==> src/rtl/ep1_in_arbiter_pkg.sv <==
`default_nettype none
// ============================================================================
// Module      : ep1_in_arbiter_pkg
// Description : Shared constants for the EP1 IN buffer arbiter: FSM state
//               encodings, bus widths and the default commit-ack timeout.
// Revision    : 1.0 - initial release
// ============================================================================
package ep1_in_arbiter_pkg;

    // 100 ms at 50 MHz
    localparam int unsigned EP1_TIMEOUT_CYC_DEFAULT = 32'd5000000;

    localparam int unsigned EP1_ADDR_W = 11;
    localparam int unsigned EP1_DATA_W = 8;

    typedef logic [2:0] ep1_state_t;

    localparam ep1_state_t ST_IDLE      = 3'd0;
    localparam ep1_state_t ST_OWN       = 3'd1;
    localparam ep1_state_t ST_COMMIT    = 3'd2;
    localparam ep1_state_t ST_WAIT_FALL = 3'd3;
    localparam ep1_state_t ST_RELEASE   = 3'd4;

    // States in which a requester holds the buffer (grant asserted)
    function automatic logic ep1_is_busy(input ep1_state_t st);
        return (st == ST_OWN) || (st == ST_COMMIT) || (st == ST_WAIT_FALL);
    endfunction

endpackage
`default_nettype wire

==> src/rtl/ep1_in_arbiter_if.sv <==
`default_nettype none
// ============================================================================
// Module      : ep1_in_arbiter_if
// Description : Requester, USB-core status and EP1 IN drive signals of the
//               EP1 IN buffer arbiter. The arbiter uses the slave modport;
//               requesters / USB core / testbench use the master modport.
// Revision    : 1.0 - initial release
// ============================================================================
interface ep1_in_arbiter_if;
    import ep1_in_arbiter_pkg::*;

    // requester side
    logic                  req0;
    logic                  req1;
    logic                  gnt0;
    logic                  gnt1;
    logic [EP1_ADDR_W-1:0] addr0;
    logic [EP1_ADDR_W-1:0] addr1;
    logic [EP1_DATA_W-1:0] data0;
    logic [EP1_DATA_W-1:0] data1;
    logic                  wren0;
    logic                  wren1;
    logic                  commit0;
    logic                  commit1;
    logic [EP1_ADDR_W-1:0] commit_len0;
    logic [EP1_ADDR_W-1:0] commit_len1;
    logic                  done0;
    logic                  done1;

    // USB core side
    logic                  usb_in_ready;
    logic                  usb_in_commit_ack;
    logic [EP1_ADDR_W-1:0] usb_in_addr;
    logic [EP1_DATA_W-1:0] usb_in_data;
    logic                  usb_in_wren;
    logic                  usb_in_commit;
    logic [EP1_ADDR_W-1:0] usb_in_commit_len;

    logic                  timeout_err;

    modport slave (
        input  req0, req1, addr0, addr1, data0, data1, wren0, wren1,
               commit0, commit1, commit_len0, commit_len1,
               usb_in_ready, usb_in_commit_ack,
        output gnt0, gnt1, done0, done1,
               usb_in_addr, usb_in_data, usb_in_wren, usb_in_commit,
               usb_in_commit_len, timeout_err
    );

    modport master (
        output req0, req1, addr0, addr1, data0, data1, wren0, wren1,
               commit0, commit1, commit_len0, commit_len1,
               usb_in_ready, usb_in_commit_ack,
        input  gnt0, gnt1, done0, done1,
               usb_in_addr, usb_in_data, usb_in_wren, usb_in_commit,
               usb_in_commit_len, timeout_err
    );

endinterface
`default_nettype wire

==> src/rtl/ep1_in_arbiter_rr_pick.sv <==
`default_nettype none
// ============================================================================
// Module      : ep1_rr_pick
// Description : 2-way round-robin selector. With both requests high the
//               requester that was not granted last wins.
// Revision    : 1.0 - initial release
// ============================================================================
module ep1_rr_pick (
    input  logic [1:0] req_i,
    input  logic       last_i,
    output logic       pick_o,
    output logic       valid_o
);

    assign valid_o = |req_i;

    // Contention goes to the other index; otherwise the lone requester wins
    always_comb begin
        if (req_i == 2'b11) begin
            pick_o = ~last_i;
        end else begin
            pick_o = req_i[1] & ~req_i[0];
        end
    end

endmodule
`default_nettype wire

==> src/rtl/ep1_in_arbiter.sv <==
`default_nettype none
// ============================================================================
// Module      : ep1_in_arbiter
// Description : Gives one of two requesters exclusive use of the EP1 IN
//               buffer, forwards its writes to the USB core with one cycle
//               of latency, runs the commit / ack handshake with a timeout
//               and releases the buffer for the next owner.
// Revision    : 1.0 - initial release
// ============================================================================
module ep1_in_arbiter
    import ep1_in_arbiter_pkg::*;
#(
    parameter int unsigned TIMEOUT_CYC = EP1_TIMEOUT_CYC_DEFAULT
) (
    input  logic            clk,
    input  logic            reset,
    ep1_in_arbiter_if.slave bus
);

    localparam int unsigned      CNT_W    = $clog2(TIMEOUT_CYC + 1);
    localparam logic [CNT_W-1:0] CNT_LAST = CNT_W'(TIMEOUT_CYC - 1);

    ep1_state_t            state_q, state_d;
    logic                  owner_q, owner_d;
    logic                  last_q, last_d;
    logic                  ack_prev_q;
    logic [CNT_W-1:0]      cnt_q, cnt_d;

    logic                  gnt0_q, gnt0_d;
    logic                  gnt1_q, gnt1_d;
    logic                  done0_q, done0_d;
    logic                  done1_q, done1_d;
    logic [EP1_ADDR_W-1:0] addr_q, addr_d;
    logic [EP1_DATA_W-1:0] data_q, data_d;
    logic                  wren_q, wren_d;
    logic                  commit_q, commit_d;
    logic [EP1_ADDR_W-1:0] len_q, len_d;
    logic                  terr_q, terr_d;

    logic                  w_pick;
    logic                  w_pick_valid;
    logic                  w_own_req;
    logic                  w_own_wren;
    logic                  w_own_commit;
    logic [EP1_ADDR_W-1:0] w_own_addr;
    logic [EP1_DATA_W-1:0] w_own_data;
    logic [EP1_ADDR_W-1:0] w_own_len;
    logic                  w_ack_rise;
    logic                  w_ack_fall;
    logic                  w_timeout;
    logic                  w_finish;
    logic                  w_busy_d;

    ep1_rr_pick u_pick (
        .req_i   ({bus.req1, bus.req0}),
        .last_i  (last_q),
        .pick_o  (w_pick),
        .valid_o (w_pick_valid)
    );

    // Only the current owner's port is ever looked at
    assign w_own_req    = owner_q ? bus.req1        : bus.req0;
    assign w_own_wren   = owner_q ? bus.wren1       : bus.wren0;
    assign w_own_commit = owner_q ? bus.commit1     : bus.commit0;
    assign w_own_addr   = owner_q ? bus.addr1       : bus.addr0;
    assign w_own_data   = owner_q ? bus.data1       : bus.data0;
    assign w_own_len    = owner_q ? bus.commit_len1 : bus.commit_len0;

    // Edges are taken against last cycle's ack, so an ack that is already
    // high when the commit starts is not mistaken for a fresh acknowledge
    assign w_ack_rise = bus.usb_in_commit_ack & ~ack_prev_q;
    assign w_ack_fall = ~bus.usb_in_commit_ack & ack_prev_q;
    assign w_timeout  = (cnt_q == CNT_LAST);

    // State register and current owner
    always_ff @(posedge clk) begin
        if (reset) begin
            state_q <= ST_IDLE;
            owner_q <= 1'b0;
        end else begin
            state_q <= state_d;
            owner_q <= owner_d;
        end
    end

    // Next-state logic; commit beats a req drop, a real ack fall beats timeout
    always_comb begin
        state_d = state_q;
        owner_d = owner_q;
        case (state_q)
            ST_IDLE: begin
                if (bus.usb_in_ready && w_pick_valid) begin
                    state_d = ST_OWN;
                    owner_d = w_pick;
                end
            end
            ST_OWN: begin
                if (w_own_commit) begin
                    state_d = ST_COMMIT;
                end else if (!w_own_req) begin
                    state_d = ST_RELEASE;
                end
            end
            ST_COMMIT: begin
                if (w_timeout) begin
                    state_d = ST_RELEASE;
                end else if (w_ack_rise) begin
                    state_d = ST_WAIT_FALL;
                end
            end
            ST_WAIT_FALL: begin
                if (w_ack_fall || w_timeout) begin
                    state_d = ST_RELEASE;
                end
            end
            ST_RELEASE: begin
                state_d = ST_IDLE;
            end
            default: begin
                state_d = ST_IDLE;
            end
        endcase
    end

    // Output / datapath next values for the registered EP1 IN drive
    always_comb begin
        addr_d   = addr_q;
        data_d   = data_q;
        wren_d   = 1'b0;
        commit_d = commit_q;
        len_d    = len_q;
        terr_d   = terr_q;
        cnt_d    = cnt_q;
        last_d   = last_q;
        w_finish = 1'b0;
        case (state_q)
            ST_IDLE: begin
            end
            ST_OWN: begin
                addr_d = w_own_addr;
                data_d = w_own_data;
                if (w_own_commit) begin
                    len_d    = w_own_len;
                    commit_d = 1'b1;
                    cnt_d    = '0;
                end else begin
                    wren_d = w_own_wren;
                end
            end
            ST_COMMIT: begin
                if (w_timeout) begin
                    commit_d = 1'b0;
                    terr_d   = 1'b1;
                    w_finish = 1'b1;
                end else begin
                    cnt_d = cnt_q + CNT_W'(1);
                end
            end
            ST_WAIT_FALL: begin
                if (w_ack_fall) begin
                    commit_d = 1'b0;
                    w_finish = 1'b1;
                end else if (w_timeout) begin
                    commit_d = 1'b0;
                    terr_d   = 1'b1;
                    w_finish = 1'b1;
                end else begin
                    cnt_d = cnt_q + CNT_W'(1);
                end
            end
            ST_RELEASE: begin
                last_d = owner_q;
            end
            default: begin
                commit_d = 1'b0;
            end
        endcase
        done0_d  = w_finish & ~owner_q;
        done1_d  = w_finish & owner_q;
        // Grant follows the state being entered, so it drops on entry to release
        w_busy_d = ep1_is_busy(state_d);
        gnt0_d   = w_busy_d & ~owner_d;
        gnt1_d   = w_busy_d & owner_d;
    end

    // Output, counter and history registers
    always_ff @(posedge clk) begin
        if (reset) begin
            gnt0_q     <= 1'b0;
            gnt1_q     <= 1'b0;
            done0_q    <= 1'b0;
            done1_q    <= 1'b0;
            addr_q     <= '0;
            data_q     <= '0;
            wren_q     <= 1'b0;
            commit_q   <= 1'b0;
            len_q      <= '0;
            terr_q     <= 1'b0;
            cnt_q      <= '0;
            last_q     <= 1'b1;
            ack_prev_q <= 1'b0;
        end else begin
            gnt0_q     <= gnt0_d;
            gnt1_q     <= gnt1_d;
            done0_q    <= done0_d;
            done1_q    <= done1_d;
            addr_q     <= addr_d;
            data_q     <= data_d;
            wren_q     <= wren_d;
            commit_q   <= commit_d;
            len_q      <= len_d;
            terr_q     <= terr_d;
            cnt_q      <= cnt_d;
            last_q     <= last_d;
            ack_prev_q <= bus.usb_in_commit_ack;
        end
    end

    assign bus.gnt0              = gnt0_q;
    assign bus.gnt1              = gnt1_q;
    assign bus.done0             = done0_q;
    assign bus.done1             = done1_q;
    assign bus.usb_in_addr       = addr_q;
    assign bus.usb_in_data       = data_q;
    assign bus.usb_in_wren       = wren_q;
    assign bus.usb_in_commit     = commit_q;
    assign bus.usb_in_commit_len = len_q;
    assign bus.timeout_err       = terr_q;

endmodule
`default_nettype wire

==> src/flat_wrapper.sv <==
// flat-port wrapper written by rule: the top's interface ports become plain ports
module ep1_in_arbiter_flat import ep1_in_arbiter_pkg::*;
#(
    parameter int unsigned TIMEOUT_CYC = EP1_TIMEOUT_CYC_DEFAULT
)
  (clk, reset, bus_req0, bus_req1, bus_addr0, bus_addr1, bus_data0, bus_data1, bus_wren0, bus_wren1, bus_commit0, bus_commit1, bus_commit_len0, bus_commit_len1, bus_usb_in_ready, bus_usb_in_commit_ack, bus_gnt0, bus_gnt1, bus_done0, bus_done1, bus_usb_in_addr, bus_usb_in_data, bus_usb_in_wren, bus_usb_in_commit, bus_usb_in_commit_len, bus_timeout_err);
  ep1_in_arbiter_if bus_i ();
  input  logic clk;
  input  logic reset;
  input wire logic [$bits(bus_i.req0)-1:0] bus_req0;
  input wire logic [$bits(bus_i.req1)-1:0] bus_req1;
  input wire logic [$bits(bus_i.addr0)-1:0] bus_addr0;
  input wire logic [$bits(bus_i.addr1)-1:0] bus_addr1;
  input wire logic [$bits(bus_i.data0)-1:0] bus_data0;
  input wire logic [$bits(bus_i.data1)-1:0] bus_data1;
  input wire logic [$bits(bus_i.wren0)-1:0] bus_wren0;
  input wire logic [$bits(bus_i.wren1)-1:0] bus_wren1;
  input wire logic [$bits(bus_i.commit0)-1:0] bus_commit0;
  input wire logic [$bits(bus_i.commit1)-1:0] bus_commit1;
  input wire logic [$bits(bus_i.commit_len0)-1:0] bus_commit_len0;
  input wire logic [$bits(bus_i.commit_len1)-1:0] bus_commit_len1;
  input wire logic [$bits(bus_i.usb_in_ready)-1:0] bus_usb_in_ready;
  input wire logic [$bits(bus_i.usb_in_commit_ack)-1:0] bus_usb_in_commit_ack;
  output wire logic [$bits(bus_i.gnt0)-1:0] bus_gnt0;
  output wire logic [$bits(bus_i.gnt1)-1:0] bus_gnt1;
  output wire logic [$bits(bus_i.done0)-1:0] bus_done0;
  output wire logic [$bits(bus_i.done1)-1:0] bus_done1;
  output wire logic [$bits(bus_i.usb_in_addr)-1:0] bus_usb_in_addr;
  output wire logic [$bits(bus_i.usb_in_data)-1:0] bus_usb_in_data;
  output wire logic [$bits(bus_i.usb_in_wren)-1:0] bus_usb_in_wren;
  output wire logic [$bits(bus_i.usb_in_commit)-1:0] bus_usb_in_commit;
  output wire logic [$bits(bus_i.usb_in_commit_len)-1:0] bus_usb_in_commit_len;
  output wire logic [$bits(bus_i.timeout_err)-1:0] bus_timeout_err;
  assign bus_i.req0 = bus_req0;
  assign bus_i.req1 = bus_req1;
  assign bus_i.addr0 = bus_addr0;
  assign bus_i.addr1 = bus_addr1;
  assign bus_i.data0 = bus_data0;
  assign bus_i.data1 = bus_data1;
  assign bus_i.wren0 = bus_wren0;
  assign bus_i.wren1 = bus_wren1;
  assign bus_i.commit0 = bus_commit0;
  assign bus_i.commit1 = bus_commit1;
  assign bus_i.commit_len0 = bus_commit_len0;
  assign bus_i.commit_len1 = bus_commit_len1;
  assign bus_i.usb_in_ready = bus_usb_in_ready;
  assign bus_i.usb_in_commit_ack = bus_usb_in_commit_ack;
  assign bus_gnt0 = bus_i.gnt0;
  assign bus_gnt1 = bus_i.gnt1;
  assign bus_done0 = bus_i.done0;
  assign bus_done1 = bus_i.done1;
  assign bus_usb_in_addr = bus_i.usb_in_addr;
  assign bus_usb_in_data = bus_i.usb_in_data;
  assign bus_usb_in_wren = bus_i.usb_in_wren;
  assign bus_usb_in_commit = bus_i.usb_in_commit;
  assign bus_usb_in_commit_len = bus_i.usb_in_commit_len;
  assign bus_timeout_err = bus_i.timeout_err;
  ep1_in_arbiter #(.TIMEOUT_CYC(TIMEOUT_CYC)) u_core (.clk(clk), .reset(reset), .bus(bus_i));
endmodule
==> config.mk <==
export PLATFORM = sky130hd
export DESIGN_NAME = ep1_in_arbiter_flat
export DESIGN_NICKNAME = d
export VERILOG_FILES = /design/src/rtl/ep1_in_arbiter_pkg.sv /design/src/rtl/ep1_in_arbiter_if.sv /design/src/rtl/ep1_in_arbiter_rr_pick.sv /design/src/rtl/ep1_in_arbiter.sv /design/src/flat_wrapper.sv
export SDC_FILE = /design/constraint.sdc
export NUM_CORES = 1
export LEC_CHECK = 0
export BUFFER_PORTS_ARGS = -buffer_cell sky130_fd_sc_hd__buf_2
export CAP_MARGIN = 20
export CORE_ASPECT_RATIO = 1.2
export CORE_MARGIN = 5
export CORE_UTILIZATION = 53
export CTS_CLUSTER_DIAMETER = 30
export DETAILED_ROUTE_END_ITERATION = 16
export PLACE_DENSITY = 0.89
export SLEW_MARGIN = 20
export SYNTH_ARGS = -nofsm -noshare
export SYNTH_HDL_FRONTEND = slang
export SYNTH_HIERARCHICAL = 1
export SYNTH_SLANG_ARGS = --single-unit
export TNS_END_PERCENT = 20
==> constraint.sdc <==
create_clock -name clk -period 4.5 [get_ports clk]
set_clock_uncertainty 0.05 [all_clocks]
set_input_delay 0.9 -clock clk [delete_from_list [all_inputs] [get_ports clk]]
set_output_delay 0.9 -clock clk [all_outputs]
set_load 0.01 [all_outputs]
==> out/results.env <==
CLK_ROOT_BUFFER_CELL='clkbuf_8'
GRT.OVERFLOW.TOTAL=0
FIN_NETS=495
FINALSETUPTNS_NS=0
DRIVE_ABOVE_1_SHARE_PCT=30.4
POST_SYNTH_XOR_AREA_FRACTION_PCT=4.38
MAX_CAP_VIOL_COUNT=0
WORSTSETUPPATHTYPE='in -> reg'
SLOWEST_STAGE='nor2_1'
LKG_PWR_nW=1.53
CLOCK_SINK_COUNT=66
CP_DATA_ARRIVAL_TIME_NS=2.92
SYNTHDISTINCTLIBCELLS=52
GRT_PASS1_VIAS=2659
MAXIMUM_CELL_STAGE_DELAY_ALONG_THE_CRITICAL_PATH_NS=0.68
NUM_ANTENNA_CELLS=0
GRT_FIRST_PASS_WIRELENGTH_MM=11.8
LAYOUT_COMMONEST_CELL='buf_2'
SYNTH_MUX_AREA_SHARE_PCT=12.1
R2R-END='u_core/cnt_q[6]'
IR_DROP_V=0.000231
COMBINATIONAL_FAMILY_WITH_THE_MOST_AREA_AFTER_SYNTHESIS='simple AND/OR/NAND/NOR gates'
WORST-R2R-CELL-COUNT=7
SEQ_AREA_FRAC_SYNTH_PCT=44.0
CP_MAX_FO=15
SYN-INSTANCE-COUNT=324
MOSTFREQUENTLAYOUTCELLS='106 x buf_2, 65 x dfxtp_1, 59 x nor2_1'
CTS.CLK_SLEW.WORST_PATHS_NS=0.06
CRITPATHLAUNCH='bus_usb_in_commit_ack'
UNREPAIRED_SETUP_ENDPOINTS_AFTER_GLOBAL_ROUTING='no'
SETUP.WORST_PATH.END='u_core/cnt_q[5]'
HTREE_NUM_LEVELS=3
SYNTH_EDF_COUNT=0
DETAIL_ROUTE.VIAS_PER_CELL=5.56
ANTENNA_FOUND_INITIAL=0
MIN_PATH_TYPE='reg -> reg'
RUN_STATUS='finished, final reports clean'
CP-END-KIND='flop'
TIGHTESTPINTRANSITION_NS=0.875
CHIPWIDTH_UM=78.7
HP-START='u_core/bus.timeout_err'
TOTAL_CTS_BUFFERS=9
SLEW_VIOL_FINAL=0
LAYOUT.CELLS.NON_FILLER=491
SYNTHADDERAREAFRAC_PCT=0.417
AREA_GROWTH_PCT=24.7
POST-PLACE-CELLS=477
CLOCK_TREE.BUFFER_DEPTH=2
CRIT_REQUIRED_NS=4.71
CTS_SETUP_BUFFERS=0
FIN_CRIT_SH_PCT=60.2
CTS-RESIZED-GATES=0
PATH_CELLS='buf_2 > and3b_1 > nor2_1 > o21ai_2 > or4_1 > a21oi_1'
PORT-BUFFER-COUNT=106
SYNTH_AREA_UM2=3000
NUMBER_OF_REGISTER_BITS_INFERRED_BY_SYNTHESIS=66
ASYNC_RESET_FF_SHARE_PCT=0
HOLD_VIOL=0
FINAL-SETUP-VIOL-COUNT=0
DRTITER0DRC=273
POST_DRT_WL_PER_CELL_UM=14.4
SYNTH_COMPOUND_GATE_AREA_SHARE_PCT=14.6
SETUP.WORST_PATH.START_CLASS='input port'
ANTENNA_NETS_POST_ROUTE=0
FLOORPLAN.DIE.HEIGHT_UM=92.4
DRC=0
PLACEMENTROWS=30
REGTOREGSTARTPOINT='u_core/state_q[0]'
CLOCK_LATENCY_NS=0.34
SYNTH_FLOP_CELL='dfxtp_1'
SYNTHESIS.NETS=395
YOSYS_WARNINGS=6
PIN_COUNT=107
FP.DIEAREA_UM2=7280
FILLCELLCOUNT=409
SYNTHSIMPLEGATEAREAFRAC_PCT=20.4
MAXCLOCKFREQUENCY_MHz=369
REGTOREGSETUPSLACK_NS=1.96
HOLDBUFCOUNTCTS=0
TRITONCTS='yes'
PLACE_HPWL_MM=5.26
GRT_MAX_DEGREE=47
POWER_DENSITY_nW_PER_UM2=357
START_UTIL_PCT=53.7
FLOORPLAN.CORE_AREA_UM2=5590
NUMBER_OF_ITERATIONS_IN_THE_FIRST_DETAILED_ROUTING_PASS=4
VIAS=2732
FINAL_ROUTED_WIRELENGTH_MM=7.07
POST_SYNTH.CELL_AREA_AVG_UM2=9.26
TIMING.FINAL.CRIT_PERIOD_NS=2.71
PLACE.GP.CONGESTION=0.914
MAX-SLEW-MARGIN-REL_PCT=41.4
GRT_USE_TOTAL_PCT=20.2
==> Yosys cell counts, drive strengths merged, types with 2 or more instances <==
cell,instances,share of area (%)
a211o,2,0.58
a211oi,31,7.8
a21boi,2,0.50
a21oi,6,1.0
and3,3,0.63
buf,11,2.4
clkbuf,9,1.1
dfxtp,66,44
inv,4,0.50
mux2i,34,12
nand2,11,1.4
nand2b,2,0.42
nand3,10,1.7
nand4,9,1.9
nor2,59,7.4
nor2b,3,0.71
nor3,4,0.67
nor3b,3,0.92
nor4,2,0.42
nor4b,2,0.58
o2111ai,3,0.88
o211ai,4,1.0
o21ai,4,0.79
o31ai,2,0.50
or2,3,0.63
or3,3,0.63
or4,3,0.75
xor2,14,4.1
==> registers in the layout, summed over array words and instances, names as in the netlist <==
signal	cells
u_core/cnt_q	23
u_core/bus.usb_in_addr	11
u_core/bus.usb_in_commit_len	11
u_core/bus.usb_in_data	8
u_core/state_q	3
u_core/ack_prev_q	1
u_core/bus.done0	1
u_core/bus.done1	1
u_core/bus.gnt0	1
u_core/bus.gnt1	1
u_core/bus.timeout_err	1
u_core/bus.usb_in_commit	1
u_core/bus.usb_in_wren	1
u_core/last_q	1
u_core/owner_q	1
==> report_power, final <==
group          internal (W)  leakage (nW)  switching [W]  total, W
clock              0.000320         0.105       0.000206  0.000526
sequential         0.000614         0.537      0.0000174  0.000631
combinational     0.0000812         0.893      0.0000970  0.000178
total               0.00102          1.53       0.000320   0.00134
==> how the worst min path moves through the flow <==
| stage | to | cells past startpoint | slack [ns] |
|---|---|---|---|
| after floorplan | u_core/cnt_q[15] | 2 | 0.41 |
| after global placement | u_core/bus.timeout_err | 2 | 0.42 |
| after detailed placement | u_core/bus.timeout_err | 2 | 0.41 |
| after CTS | u_core/bus.timeout_err | 2 | 0.43 |
| after global routing | u_core/bus.usb_in_data[1] | 2 | 0.47 |
| final | u_core/bus.timeout_err | 2 | 0.43 |
==> critical path, delay by kind of cell <==
family          cells  cell delay (ns)
simple gates        3             1.43
compound gates      2             0.48
buf+inv             1             0.11
==> cells by family (layout without fill, tap and decap cells) <==
| logic type | Yosys count | count (layout) |
|---|---|---|
| compound gates | 60 | 60 |
| buf+inv | 24 | 127 |
| mux | 35 | 35 |
| fa+ha+maj | 1 | 1 |
| xor+xnor | 15 | 15 |
| simple gates | 123 | 123 |
| flops | 66 | 66 |
==> metrics by stage <==
step,power [W],utilization (%),hold slack (ns),setup WS [ns],instance area (µm²)
floorplan,0.000751,-,0.409,2.36,3000
global placement,0.000817,63.2,0.422,1.59,3540
detailed placement,0.000823,63.2,0.411,1.49,3540
CTS,0.00135,66.9,0.428,1.87,3740
global route,0.00140,66.9,0.467,1.66,3740
finish,0.00134,66.9,0.429,1.79,3740
==> final cells by class <==
type / count / area (µm²) / area share (%)
Multi-Input combinational cell: 234 / 1570 / 41.8
Inverter: 4 / 15.0 / 0.401
Timing Repair Buffer: 109 / 553 / 14.8
Tap cell: 64 / 80.1 / 2.14
Clock inverter: 3 / 65.1 / 1.74
Clock buffer: 11 / 141 / 3.78
Sequential cell: 66 / 1320 / 35.3
==> per-layer routing <==
layer	share of wire, %	track usage [%]	vias up	wire [µm]
met4	2.4	10.1	0	168
met3	9.0	6.61	17	634
met5	0	0	-	0
met1	42	23.9	1223	2950
li1	-	-	1373	-
met2	47	32.6	119	3320
(Power assumes the default switching activity.)
